### src/rtl/anim_tick_gen.sv
// anim_tick_gen: multi-rate animation timebase.
// A prescaler divides clk down to a frame event every FRAME_TICKS clocks. N_CH channel
// dividers derive slower, frame-aligned ticks from that event, and a free-running counter
// counts frame events.
// Optional build macro ANIM_TICK_STEP_EN adds a 'step' input for single-frame stepping
// while the timebase is paused.
// FRAME_TICKS = CLK_HZ / FRAME_HZ must be at least 2.
module anim_tick_gen #(
   parameter int unsigned CLK_HZ   = 45_000_000,
   parameter int unsigned FRAME_HZ = 60,
   parameter int unsigned N_CH     = 4,
   parameter int unsigned DIV_W    = 8,
   parameter int unsigned FCNT_W   = 16
) (
   input  logic                    clk,
   input  logic                    rst,
   input  logic                    en,
   input  logic                    resync,
`ifdef ANIM_TICK_STEP_EN
   input  logic                    step,
`endif
   input  logic [N_CH*DIV_W-1:0]   ch_div,
   input  logic [N_CH-1:0]         ch_en,
   output logic                    frame_tick,
   output logic [N_CH-1:0]         ch_tick,
   output logic [FCNT_W-1:0]       frame_cnt
);

   localparam int unsigned FRAME_TICKS = CLK_HZ / FRAME_HZ;
   localparam int unsigned PRE_W       = $clog2(FRAME_TICKS);
   localparam logic [PRE_W-1:0] PRE_LAST = PRE_W'(FRAME_TICKS - 1);

   logic [PRE_W-1:0]             presc_q, presc_d;
   logic                         frame_tick_q, frame_tick_d;
   logic [N_CH-1:0]              ch_tick_q, ch_tick_d;
   logic [N_CH-1:0][DIV_W-1:0]   ch_cnt_q, ch_cnt_d;
   logic [FCNT_W-1:0]            frame_cnt_q, frame_cnt_d;

   logic wrap;
   logic step_ev;
   logic frame_ev;

   // Terminal count of a channel; a programmed ratio of 0 behaves like 1.
   function automatic logic [DIV_W-1:0] last_cnt(input logic [DIV_W-1:0] div);
      return (div == '0) ? '0 : div - DIV_W'(1);
   endfunction

`ifdef ANIM_TICK_STEP_EN
   // A step only counts while paused; resync always wins.
   assign step_ev = step & ~en & ~resync;
`else
   assign step_ev = 1'b0;
`endif

   // Frame event: prescaler wrap while running, or a debug step while paused.
   always_comb begin
      wrap     = en & ~resync & (presc_q == PRE_LAST);
      frame_ev = wrap | step_ev;
   end

   // Prescaler next state: resync clears, en advances, otherwise hold.
   always_comb begin
      presc_d = presc_q;
      if (resync) begin
         presc_d = '0;
      end else if (en) begin
         presc_d = wrap ? '0 : presc_q + PRE_W'(1);
      end
   end

   // Channel dividers are only evaluated on a frame event; '>=' lets a lowered ratio
   // fire on the next event instead of running on to wrap-around.
   always_comb begin
      ch_cnt_d  = ch_cnt_q;
      ch_tick_d = '0;
      for (int i = 0; i < N_CH; i++) begin
         if (resync) begin
            ch_cnt_d[i] = '0;
         end else if (frame_ev) begin
            if (!ch_en[i]) begin
               ch_cnt_d[i] = '0;
            end else if (ch_cnt_q[i] >= last_cnt(ch_div[i*DIV_W +: DIV_W])) begin
               ch_cnt_d[i]  = '0;
               ch_tick_d[i] = 1'b1;
            end else begin
               ch_cnt_d[i] = ch_cnt_q[i] + DIV_W'(1);
            end
         end
      end
   end

   // Frame pulse and frame counter next state.
   always_comb begin
      frame_tick_d = frame_ev;
      frame_cnt_d  = frame_ev ? frame_cnt_q + FCNT_W'(1) : frame_cnt_q;
   end

   // State registers with asynchronous reset.
   always_ff @(posedge clk or posedge rst) begin
      if (rst) begin
         presc_q      <= '0;
         frame_tick_q <= 1'b0;
         ch_tick_q    <= '0;
         ch_cnt_q     <= '0;
         frame_cnt_q  <= '0;
      end else begin
         presc_q      <= presc_d;
         frame_tick_q <= frame_tick_d;
         ch_tick_q    <= ch_tick_d;
         ch_cnt_q     <= ch_cnt_d;
         frame_cnt_q  <= frame_cnt_d;
      end
   end

   assign frame_tick = frame_tick_q;
   assign ch_tick    = ch_tick_q;
   assign frame_cnt  = frame_cnt_q;

endmodule

### config.mk
export PLATFORM = sky130hd
export DESIGN_NAME = anim_tick_gen
export DESIGN_NICKNAME = d
export VERILOG_FILES = /design/src/rtl/anim_tick_gen.sv
export SDC_FILE = /design/constraint.sdc
export NUM_CORES = 1
export LEC_CHECK = 0
export CORE_MARGIN = 1.5
export CORE_UTILIZATION = 25
export CTS_CLUSTER_SIZE = 20
export DETAILED_ROUTE_END_ITERATION = 10
export HOLD_SLACK_MARGIN = 0.12
export SLEW_MARGIN = 40
export SYNTH_ARGS = -nofsm -noshare
export SYNTH_HDL_FRONTEND = slang
export SYNTH_SLANG_ARGS = --single-unit
export TNS_END_PERCENT = 20
### constraint.sdc
create_clock -name clk -period 2.61 [get_ports clk]
set_input_delay 0.522 -clock clk [delete_from_list [all_inputs] [get_ports clk]]
set_output_delay 0.522 -clock clk [all_outputs]
set_load 0.02 [all_outputs]
==> results by group, run 1 <==
Synth
  – Cell taking the most area after synthesis: dfrtp_1
  – Mapped Area: 5070 µm²
  – Post-synth EDFFs: 0
  – Post-synth top cells: 73 x dfrtp_1, 70 x nand2_1, 50 x nand3_1
  – Flops & latches, synth: 73
  – Synth unique cells: 54
  – Synth Flop Type: dfrtp_1
  – Post-synth ARST share: 1.00
  – Largest cells by area after synthesis: dfrtp_1 36%, ha_1 10%, nand2_1 5.2%
  – Synthesis Warnings: 0
  – Syn_nets: 663
  – Post-synth top area share: 0.361
  – Syn avg cell area: 8.72 µm²
  – Post-Syn Instances: 581
  – Count leader, synth: dfrtp_1
  – Sequential area share after synthesis: 0.361

Final layout
  – Diode count: 0
  – Fillcell total: 2,022
  – Footprint of the multi-input gates: 3540 µm²
  – Area grow syn2layout: 47.3%
  – Register area: 1830 µm²
  – Layout Nets: 808
  – Final instance area: 7460 µm²
  – Layout cells sized above 1: 0.301
  – Util after Layout: 0.380

Floorplan
  – Ports: 61
  – Die area: 21,100 µm²
  – Initial Utilization: 0.258
  – Core area: 19,700 µm²
  – Die height: 145 µm
  – Site Rows: 51
  – Die X: 145 µm

Clock network
  – TritonCTS clock tree: done
  – Root Driver: clkbuf_16
  – Cts bufs inserted: 9
  – Clock slew at reported path FFs: 0.06 ns
  – Clk Latency, worst-skew pair: 0.33 ns
  – Clock H-tree levels: 3
  – Post-CTS Hold Buffers: 0
  – Sink Count: 73
  – Max clock buf depth: 2

Worst setup path
  – CP startpoint kind: input pin
  – Critical Path Source: ch_div[28]
  – CP Cell Sequence: buf_2 > or3_4 > or3_4 > and2_4 > ha_4 > nand2b_4 > a21oi_2 > o311a_1 > buf_4 > buf_6 > a32o_1
  – Critical Path RT: 2.83 ns
  – R2R Path Start: presc_q[8]$_DFFE_PP0P_
  – Reg2reg setup slack: 0.47 ns
  – Critical Path Sink Type: register
  – Crit path kind: in2reg
  – Slowest stage delay, CP: 0.39 ns
  – Max stage delay cell, worst path: or3_4
  – CP arrival: 2.85 ns
  – Max FO, Critical Path: 6
  – Most used cell, CP: or3_4

Route
  – Drt total wl: 13,200 µm
  – Via Count: 4,695
  – First-pass DRT Iterations: 5
  – Initial drt markers: 221
  – WL per Instance: 13.2 µm
  – # DRC: 0
  – Routed vias/inst: 4.71
  – Detail Route Antenna Nets: 0

STA
  – Tcrit/Tclk final: 1.01
  – Hold WS: 0.486 ns
  – Minimum clock period: 2.63 ns
  – Relative max-transition margin: 0.634
  – Highest Clock Rate: 380 MHz
  – Final Hold Fails: 0
  – Setup violations, final: 1
  – Tightest Pin Transition: 0.548 ns
  – Final worst-path setup slack: -0.0222 ns
  – Clock Skew: 0.00940 ns
  – RSZ-0062 raised after global routing: yes
  – Max-slew violation count: 0

GRT
  – Gr usage total: 0.122
  – Largest net degree at the start of global routing: 28
  – Initial antenna violation count: 0
  – Total gr overflow: 0
  – First-pass GRT wire length: 21,600 µm
  – Number of global-route vias before repair: 4,502

Job
  – Max_cap viols: 0

Outcome
  – Outcome: finished with violations
  – Failing checks: negative setup slack

Pwr
  – Pwr dens: 399 nW/µm²
  – Max IR drop VDD: 0.245 mV
  – Total power draw: 2.97 mW
  – Leak pwr: 3.31 nW

Hold path
  – HP Class: reg2reg
  – Launch point of the worst hold path: frame_cnt[15]$_DFFE_PP0P_

Placed design
  – Placed Area: 6490 µm²
  – Post-DP HPWL: 9120 µm
  – Port bufs: 60
  – GP Congestion: 0.761
  – Place WS: -0.807 ns
routing by layer:
metal	track usage	wire, µm	up-vias
li1	-	-	2385
met5	0	0	-
met1	0.162	6320	2236
met4	0.0357	172	0
met2	0.203	6310	63
met3	0.0229	371	11
what timing repair did:
| item | in CTS | in global routing |
|---|---|---|
| pin swaps | 37 | 49 |
| setup buffers | 16 | 7 |
| cloned | 2 | 0 |
| setup endpoints to repair | 36 | 32 |
| resized for setup | 117 | 84 |
report_power, final:
| part | internal (mW) | switching (mW) | leakage (nW) |
|---|---|---|---|
| clock | 0.958 | 0.466 | 0.166 |
| combinational | 0.221 | 0.193 | 2.13 |
| sequential | 1.13 | 0.00199 | 1.01 |
| total | 2.31 | 0.661 | 3.31 |
placed cells by master (no fill, tap or decap), types with 7 or more instances in the layout:
cell,instances
a21oi_1,13
a21oi_2,9
a22o_1,7
a31oi_1,7
and3_1,10
buf_4,77
buf_6,12
clkbuf_16,9
clkdlybuf4s50_1,33
dfrtp_1,73
ha_1,28
ha_4,12
inv_1,17
nand2_1,60
nand2b_1,11
nand3_1,46
nand4_1,9
nor2_1,47
nor3_1,10
nor4_1,14
or2_2,8
or3_4,7
xnor2_1,23
xor2_1,23
kinds of logic after synthesis:
| kind of cell | after synthesis | synth area share |
|---|---|---|
| multiplexers | 3 | 0.00617 |
| flip-flops | 73 | 0.361 |
| buffers and inverters | 40 | 0.0390 |
| AO/OA/AOI/OAI | 88 | 0.119 |
| adder cells (fa/ha/maj) | 42 | 0.104 |
| XOR/XNOR | 47 | 0.0813 |
| AND/OR/NAND/NOR | 288 | 0.290 |
critical path: cells and delay by family:
kind	cells	cell delay (ns)
buf+inv	3	0.36
fa+ha+maj	1	0.25
simple gates	4	1.05
compound gates	3	0.66
state kept, by name (all words and copies together) (netlist names):
register / count
presc_q: 20
frame_tick: 1
frame_cnt: 16
ch_tick: 4
ch_cnt_q: 32
stage by stage:
| step | std cells | TNS (ns) |
|---|---|---|
| after floorplan | 581 | -2.55 |
| after global placement | 956 | -22.98 |
| after detailed placement | 956 | -23.84 |
| after CTS | 990 | 0 |
| after global routing | 996 | -0.980 |
| final | 996 | -0.0222 |
final cells by class:
cell class                      instances  area share
Multi-Input combinational cell        468       0.474
Sequential cell                        73       0.245
Timing Repair Buffer                  149       0.174
Tap cell                              265      0.0444
Clock buffer                           11      0.0325
Inverter                               25      0.0166
Clock inverter                          5      0.0137
path summary, 6_finish.rpt:
path / to / depth (start not counted)
setup / recovery: ch_cnt_q[25]$_DFFE_PP0P_ / 11
hold reg to reg: frame_cnt[15]$_DFFE_PP0P_ / 1
min in group asynchronous: frame_cnt[0]$_DFFE_PP0P_ / 2
hold / removal: frame_cnt[15]$_DFFE_PP0P_ / 1
setup reg to reg: ch_cnt_q[8]$_DFFE_PP0P_ / 6
max in group asynchronous: ch_cnt_q[23]$_DFFE_PP0P_ / 3
No activity file was read; power rests on OpenSTA's default activity.
==> inputs of run 2 (changes only) <==
--- a/config.mk
+++ b/config.mk
@@ -10,6 +10,7 @@
 export CTS_CLUSTER_SIZE = 20
 export DETAILED_ROUTE_END_ITERATION = 10
 export HOLD_SLACK_MARGIN = 0.12
+export SETUP_SLACK_MARGIN = 0.05
 export SLEW_MARGIN = 40
 export SYNTH_ARGS = -nofsm -noshare
 export SYNTH_HDL_FRONTEND = slang
==> run 2 against run 1 <==
  * The run still ends with negative setup slack left
  * Clock skew is essentially flat
  * Routed wire length is 0.84% higher
  * Register-to-register slack barely moved
  * Count of clock-buffer cells in the layout is the same
  * Cell area is 0.99% higher
  * Die area stayed put
  * Utilization grew 0.38 points
  * Worst setup slack hardly changed
  * Sequential share of layout area fell by 0.24 points
  * Critical path type unchanged
  * Combinational power grew 3%
  * Sequential power about the same
  * Largest cell class unchanged
  * Critical endpoint unchanged
  * Critical path depth is the same
==> results by group, run 2 (same netlist as run 1, synthesis figures left out) <==
Route
  – Via Count: 4,691
  – Drt total wl: 13,300 µm
  – Detail Route Antenna Nets: 0
  – First-pass DRT Iterations: 5
  – Initial drt markers: 208
  – # DRC: 0
  – Routed vias/inst: 4.71
  – WL per Instance: 13.3 µm

STA
  – Minimum clock period: 2.63 ns
  – Setup violations, final: 1
  – Final Hold Fails: 0
  – Tcrit/Tclk final: 1.01
  – Clock Skew: 0.00916 ns
  – Max-slew violation count: 0
  – Relative max-transition margin: 0.632
  – Final worst-path setup slack: -0.0221 ns
  – RSZ-0062 raised after global routing: yes
  – Tightest Pin Transition: 0.552 ns
  – Highest Clock Rate: 380 MHz

Worst setup path
  – Most used cell, CP: or3_4
  – CP startpoint kind: input pin
  – Max FO, Critical Path: 6
  – Critical Path RT: 2.83 ns
  – Slowest stage delay, CP: 0.39 ns
  – Crit path max-delay family: simple AND/OR/NAND/NOR gates
  – CP arrival: 2.85 ns
  – Max stage delay cell, worst path: or3_4
  – Critical Path Sink Type: register
  – CP Cell Sequence: buf_2 > or3_4 > or3_4 > and2_4 > ha_4 > nand2b_4 > a21oi_2 > o311a_1 > buf_4 > buf_6 > a32o_1
  – Worst Path Buf+Inv: 3
  – Crit path kind: in2reg

Floorplan
  – Die X: 145 µm
  – Die area: 21,100 µm²
  – Ports: 61
  – Initial Utilization: 0.258
  – Core area: 19,700 µm²
  – Site Rows: 51
  – Die height: 145 µm

Placed design
  – GP Congestion: 0.761
  – Port bufs: 60
  – Post-DP HPWL: 9120 µm
  – Placed Area: 6490 µm²

Pwr
  – Pwr dens: 396 nW/µm²
  – Clk network pwr share: 0.477
  – Sw Share: 0.222
  – Gate power share: 0.142
  – Max IR drop VDD: 0.245 mV
  – Sequential share of power: 0.381
  – Internal: 2.32 mW
  – Leak pwr: 3.33 nW
  – Switching power: 0.663 mW

Outcome
  – Failing checks: negative setup slack
  – Outcome: finished with violations

Clock network
  – Sink Count: 73
  – Root Driver: clkbuf_16
  – TritonCTS clock tree: done
  – Cts bufs inserted: 9
  – Max clock buf depth: 2
  – Clk Latency, worst-skew pair: 0.33 ns
  – Clock slew at reported path FFs: 0.06 ns
  – Post-CTS Hold Buffers: 0
  – Clock H-tree levels: 3

Final layout
  – Area grow syn2layout: 48.8%
  – Diode count: 0
  – Util after Layout: 0.383
  – Max reg flops: 32
  – Final instance area: 7540 µm²
  – Fillcell total: 2,011
  – Commonest non-fill, non-tap cell in the layout: buf_4
  – Commonest non-fill, non-tap cells in the layout: 76 x buf_4, 73 x dfrtp_1, 59 x nand2_1, 47 x nor2_1, 44 x nand3_1
  – Footprint of the multi-input gates: 3580 µm²
  – Largest reg by FF count: ch_cnt_q
  – Layout Nets: 809
  – Register area: 1830 µm²
  – Layout cells sized above 1: 0.313

Hold path
  – HP Class: reg2reg

GRT
  – Largest net degree at the start of global routing: 28
  – Initial antenna violation count: 0
  – Number of global-route vias before repair: 4,508
  – Total gr overflow: 0
  – Gr usage total: 0.123
  – First-pass GRT wire length: 21,600 µm

Job
  – Max_cap viols: 0
-- run 2: routing by layer --
metal  vias up  track usage  wire (µm)  share of wire
li1       2387            -          -              -
met1      2219        0.162       6320           0.48
met2        74        0.204       6370           0.48
met3        11       0.0229        420          0.032
met4         0       0.0357        171          0.013
met5         -            0          0              0
-- run 2: area by class of cell --
type,count,area share
Multi-Input combinational cell,468,0.475
Clock buffer,11,0.0322
Inverter,25,0.0164
Tap cell,265,0.0440
Sequential cell,73,0.242
Clock inverter,5,0.0136
Timing Repair Buffer,150,0.176
-- run 2: what timing repair did --
item,in CTS,in global routing
endpoints found under the hold margin,0,0
setup buffers,16,8
resized for setup,125,97
endpoints found under the setup margin,36,32
pin swaps,38,51
cloned,2,0
-- run 2: power groups by stage --
stage,clock network (mW),logic [mW],registers [mW]
after floorplan,0,0.145,1.16
after global placement,0,0.324,1.16
after CTS,1.46,0.370,1.14
after global routing,1.50,0.467,1.14
final,1.42,0.425,1.14
after detailed placement,0,0.326,1.16
-- run 2: final timing paths --
| kind | startpoint | end | slack [ns] | depth (start not counted) |
|---|---|---|---|---|
| max | ch_div[28] | ch_cnt_q[25]$_DFFE_PP0P_ | -0.02 | 11 |
| min | frame_cnt[15]$_DFFE_PP0P_ | frame_cnt[15]$_DFFE_PP0P_ | 0.49 | 1 |
| max reg2reg | presc_q[8]$_DFFE_PP0P_ | ch_cnt_q[16]$_DFFE_PP0P_ | 0.47 | 6 |
| min reg2reg | frame_cnt[15]$_DFFE_PP0P_ | frame_cnt[15]$_DFFE_PP0P_ | 0.49 | 1 |
| max in group asynchronous | rst | ch_cnt_q[23]$_DFFE_PP0P_ | 1.50 | 3 |
| min in group asynchronous | rst | frame_cnt[0]$_DFFE_PP0P_ | 0.56 | 2 |
-- run 2: through the flow --
stage	power, mW	cells	worst slack (ns)	setup TNS, ns	hold slack [ns]
2_1_floorplan	1.30	581	-0.199	-2.55	0.489
3_3_place_gp	1.48	956	-0.761	-22.98	0.478
3_5_place_dp	1.48	956	-0.807	-23.84	0.480
4_1_cts	2.96	990	0.00656	0	0.490
5_1_grt	3.10	997	-0.0973	-0.990	0.502
6_report	2.98	997	-0.0221	-0.0221	0.486
==> inputs of run 3 (changes only) <==
--- a/config.mk
+++ b/config.mk
@@ -5,13 +5,16 @@
 export SDC_FILE = /design/constraint.sdc
 export NUM_CORES = 1
 export LEC_CHECK = 0
-export CORE_MARGIN = 1.5
+export CELL_PAD_IN_SITES_DETAIL_PLACEMENT = 1
+export CELL_PAD_IN_SITES_GLOBAL_PLACEMENT = 1
+export CORE_MARGIN = 2
 export CORE_UTILIZATION = 25
 export CTS_CLUSTER_SIZE = 20
 export DETAILED_ROUTE_END_ITERATION = 10
 export HOLD_SLACK_MARGIN = 0.12
+export PLACE_DENSITY_LB_ADDON = 0.1
 export SETUP_SLACK_MARGIN = 0.05
-export SLEW_MARGIN = 40
+export SLEW_MARGIN = 20
 export SYNTH_ARGS = -nofsm -noshare
 export SYNTH_HDL_FRONTEND = slang
 export SYNTH_SLANG_ARGS = --single-unit
==> run 3 against run 2 <==
  * The flow now finishes without violations
  * Routed wire length grew 21%
  * Clock power about the same
  * Count of clock-buffer cells in the layout fell by 2
  * Register-to-register slack improved by 0.08 ns
  * Critical path depth did not move
  * Clock skew shrank 0.0022 ns
  * Sequential share of layout area down 0.19 points
==> results by group, run 3 (same netlist as run 1, synthesis figures left out) <==
Route
  – WL per Instance: 15.9 µm
  – Met3 routed wirelength: 378 µm
  – Initial drt markers: 136
  – M1 wire length: 7340 µm
  – DR top layer: met4
  – Metal2 WL: 8020 µm
  – First-pass DRT Iterations: 5
  – # DRC: 0
  – Routed vias/inst: 4.91
  – Drt total wl: 16,100 µm
  – Detail Route Antenna Nets: 0
  – Via Count: 4,961

Final layout
  – Diode count: 0
  – Area grow syn2layout: 50.0%
  – Max reg flops: 32
  – Commonest non-fill, non-tap cells in the layout: 87 x buf_4, 73 x dfrtp_1, 62 x nand2_1, 47 x nor2_1, 42 x nand3_1
  – Layout Nets: 817
  – Final instance area: 7600 µm²
  – Commonest non-fill, non-tap cell in the layout: buf_4
  – Largest reg by FF count: ch_cnt_q
  – Util after Layout: 0.379
  – Layout cells sized above 1: 0.319
  – Fillcell total: 2,316
  – Final cell count without fillers: 1,010

STA
  – Max-slew violation count: 0
  – Highest Clock Rate: 386 MHz
  – Final Hold Fails: 0
  – Total negative slack: 0 ns
  – Final worst-path setup slack: 0.0193 ns
  – Tcrit/Tclk final: 0.993
  – Hold WS: 0.473 ns
  – Relative max-transition margin: 0.705
  – Clock Skew: 0.00693 ns
  – Tightest Pin Transition: 0.438 ns
  – Minimum clock period: 2.59 ns
  – Setup violations, final: 0
  – RSZ-0062 raised after global routing: yes

Placed design
  – Placed Area: 6590 µm²
  – Port bufs: 60
  – Place WS: -0.941 ns
  – Dpl cells: 973
  – GP Congestion: 0.754
  – Post-DP HPWL: 11,600 µm

Hold path
  – Launch point of the worst hold path: frame_cnt[15]$_DFFE_PP0P_
  – HP Class: reg2reg
  – Hold path depth: 1
  – End of the worst hold path: frame_cnt[15]$_DFFE_PP0P_

Worst setup path
  – Max stage delay cell, worst path: o311a_1
  – CP startpoint kind: input pin
  – Worst R2R Path Depth: 8
  – Worst Path Buf+Inv: 2
  – CP arrival: 2.82 ns
  – Critical Path Sink Type: register
  – Max FO, Critical Path: 5
  – Critical Path RT: 2.84 ns
  – Slowest stage delay, CP: 0.40 ns
  – Crit path kind: in2reg
  – Reg2reg setup slack: 0.55 ns
  – R2R Path Start: presc_q[0]$_DFFE_PP0P_
  – FF-to-FF End: ch_cnt_q[0]$_DFFE_PP0P_
  – Crit path max-delay family: simple AND/OR/NAND/NOR gates
  – CP Cell Sequence: buf_8 > nor4_4 > nand2_2 > or3_4 > and2_1 > ha_1 > nand2b_1 > a21oi_2 > o311a_1 > buf_4 > a32o_1

Pwr
  – Switching power: 0.758 mW
  – Clk network pwr share: 0.473
  – Gate power share: 0.143
  – Total power draw: 2.96 mW
  – Max IR drop VDD: 0.314 mV
  – Pwr dens: 389 nW/µm²
  – Leak pwr: 3.36 nW
  – Sequential share of power: 0.384
  – Internal: 2.20 mW
  – Sw Share: 0.256

GRT
  – Largest net degree at the start of global routing: 57
  – Number of global-route vias before repair: 5,468
  – First-pass GRT wire length: 27,000 µm
  – Gr usage total: 0.155
  – Initial antenna violation count: 0
  – Total gr overflow: 0

Clock network
  – Clock H-tree levels: 3
  – Root Driver: clkbuf_16
  – Max clock buf depth: 2
  – Clock slew at reported path FFs: 0.06 ns
  – Sink Count: 73
  – Post-CTS Hold Buffers: 0
  – TritonCTS clock tree: done
  – Clk Latency, worst-skew pair: 0.35 ns
  – Cts bufs inserted: 9

Outcome
  – Outcome: completed

Floorplan
  – Initial Utilization: 0.253
  – Site Rows: 52
  – Core area: 20,000 µm²
  – Die X: 146 µm
  – Die area: 21,400 µm²
  – Die height: 146 µm
  – Ports: 61

Job
  – Max_cap viols: 0
==> run 3: cell types whose count changed in the layout (fill, tap and decap cells not counted), sizes merged <==
cell           delta
clkbuf            -2
clkdlybuf4s15     +1
dlygate4sd2       -1
clkinvlp          +1
clkinv            -2
buf               +7
inv               +4
clkdlybuf4s50     +1
bufinv            -1
==> run 3: worst max-delay path by stage <==
stage                           from                       end  depth (start not counted)
after floorplan            ch_div[1]   ch_cnt_q[5]$_DFFE_PP0P_                         12
after global placement    ch_div[21]  ch_cnt_q[20]$_DFFE_PP0P_                         12
after detailed placement  ch_div[21]  ch_cnt_q[20]$_DFFE_PP0P_                         12
after CTS                 ch_div[18]  ch_cnt_q[22]$_DFFE_PP0P_                         12
after global routing       ch_div[1]   ch_cnt_q[3]$_DFFE_PP0P_                         14
final                     ch_div[18]  ch_cnt_q[17]$_DFFE_PP0P_                         11
==> run 3: power by group through the flow <==
| stage | registers [mW] | logic, mW | clock network [mW] |
|---|---|---|---|
| 6_report | 1.14 | 0.423 | 1.40 |
| 5_1_grt | 1.13 | 0.471 | 1.49 |
| 3_5_place_dp | 1.16 | 0.340 | 0 |
| 2_1_floorplan | 1.16 | 0.145 | 0 |
| 4_1_cts | 1.14 | 0.386 | 1.45 |
| 3_3_place_gp | 1.16 | 0.330 | 0 |
==> run 3: layout make-up <==
class	count	area, µm²	area share
timing repair buffer	158	1390	0.183
multi-input combinational	468	3600	0.473
inverter	25	119	0.0156
tap	270	338	0.0445
clock buffer	9	225	0.0296
clock inverter	7	101	0.0133
sequential	73	1830	0.240
==> run 3: metal layers <==
| metal | track usage | up-vias |
|---|---|---|
| met5 | 0 | - |
| met2 | 0.277 | 64 |
| met3 | 0.0209 | 26 |
| li1 | - | 2392 |
| met1 | 0.193 | 2479 |
| met4 | 0.0539 | 0 |
==> run 3: what timing repair did <==
action,4_1_cts,5_1_grt
pin swaps,40,44
buffers inserted,15,3
gates cloned,4,0
resized for setup,134,81
endpoints found under the hold margin,0,0
setup endpoints to repair,36,33
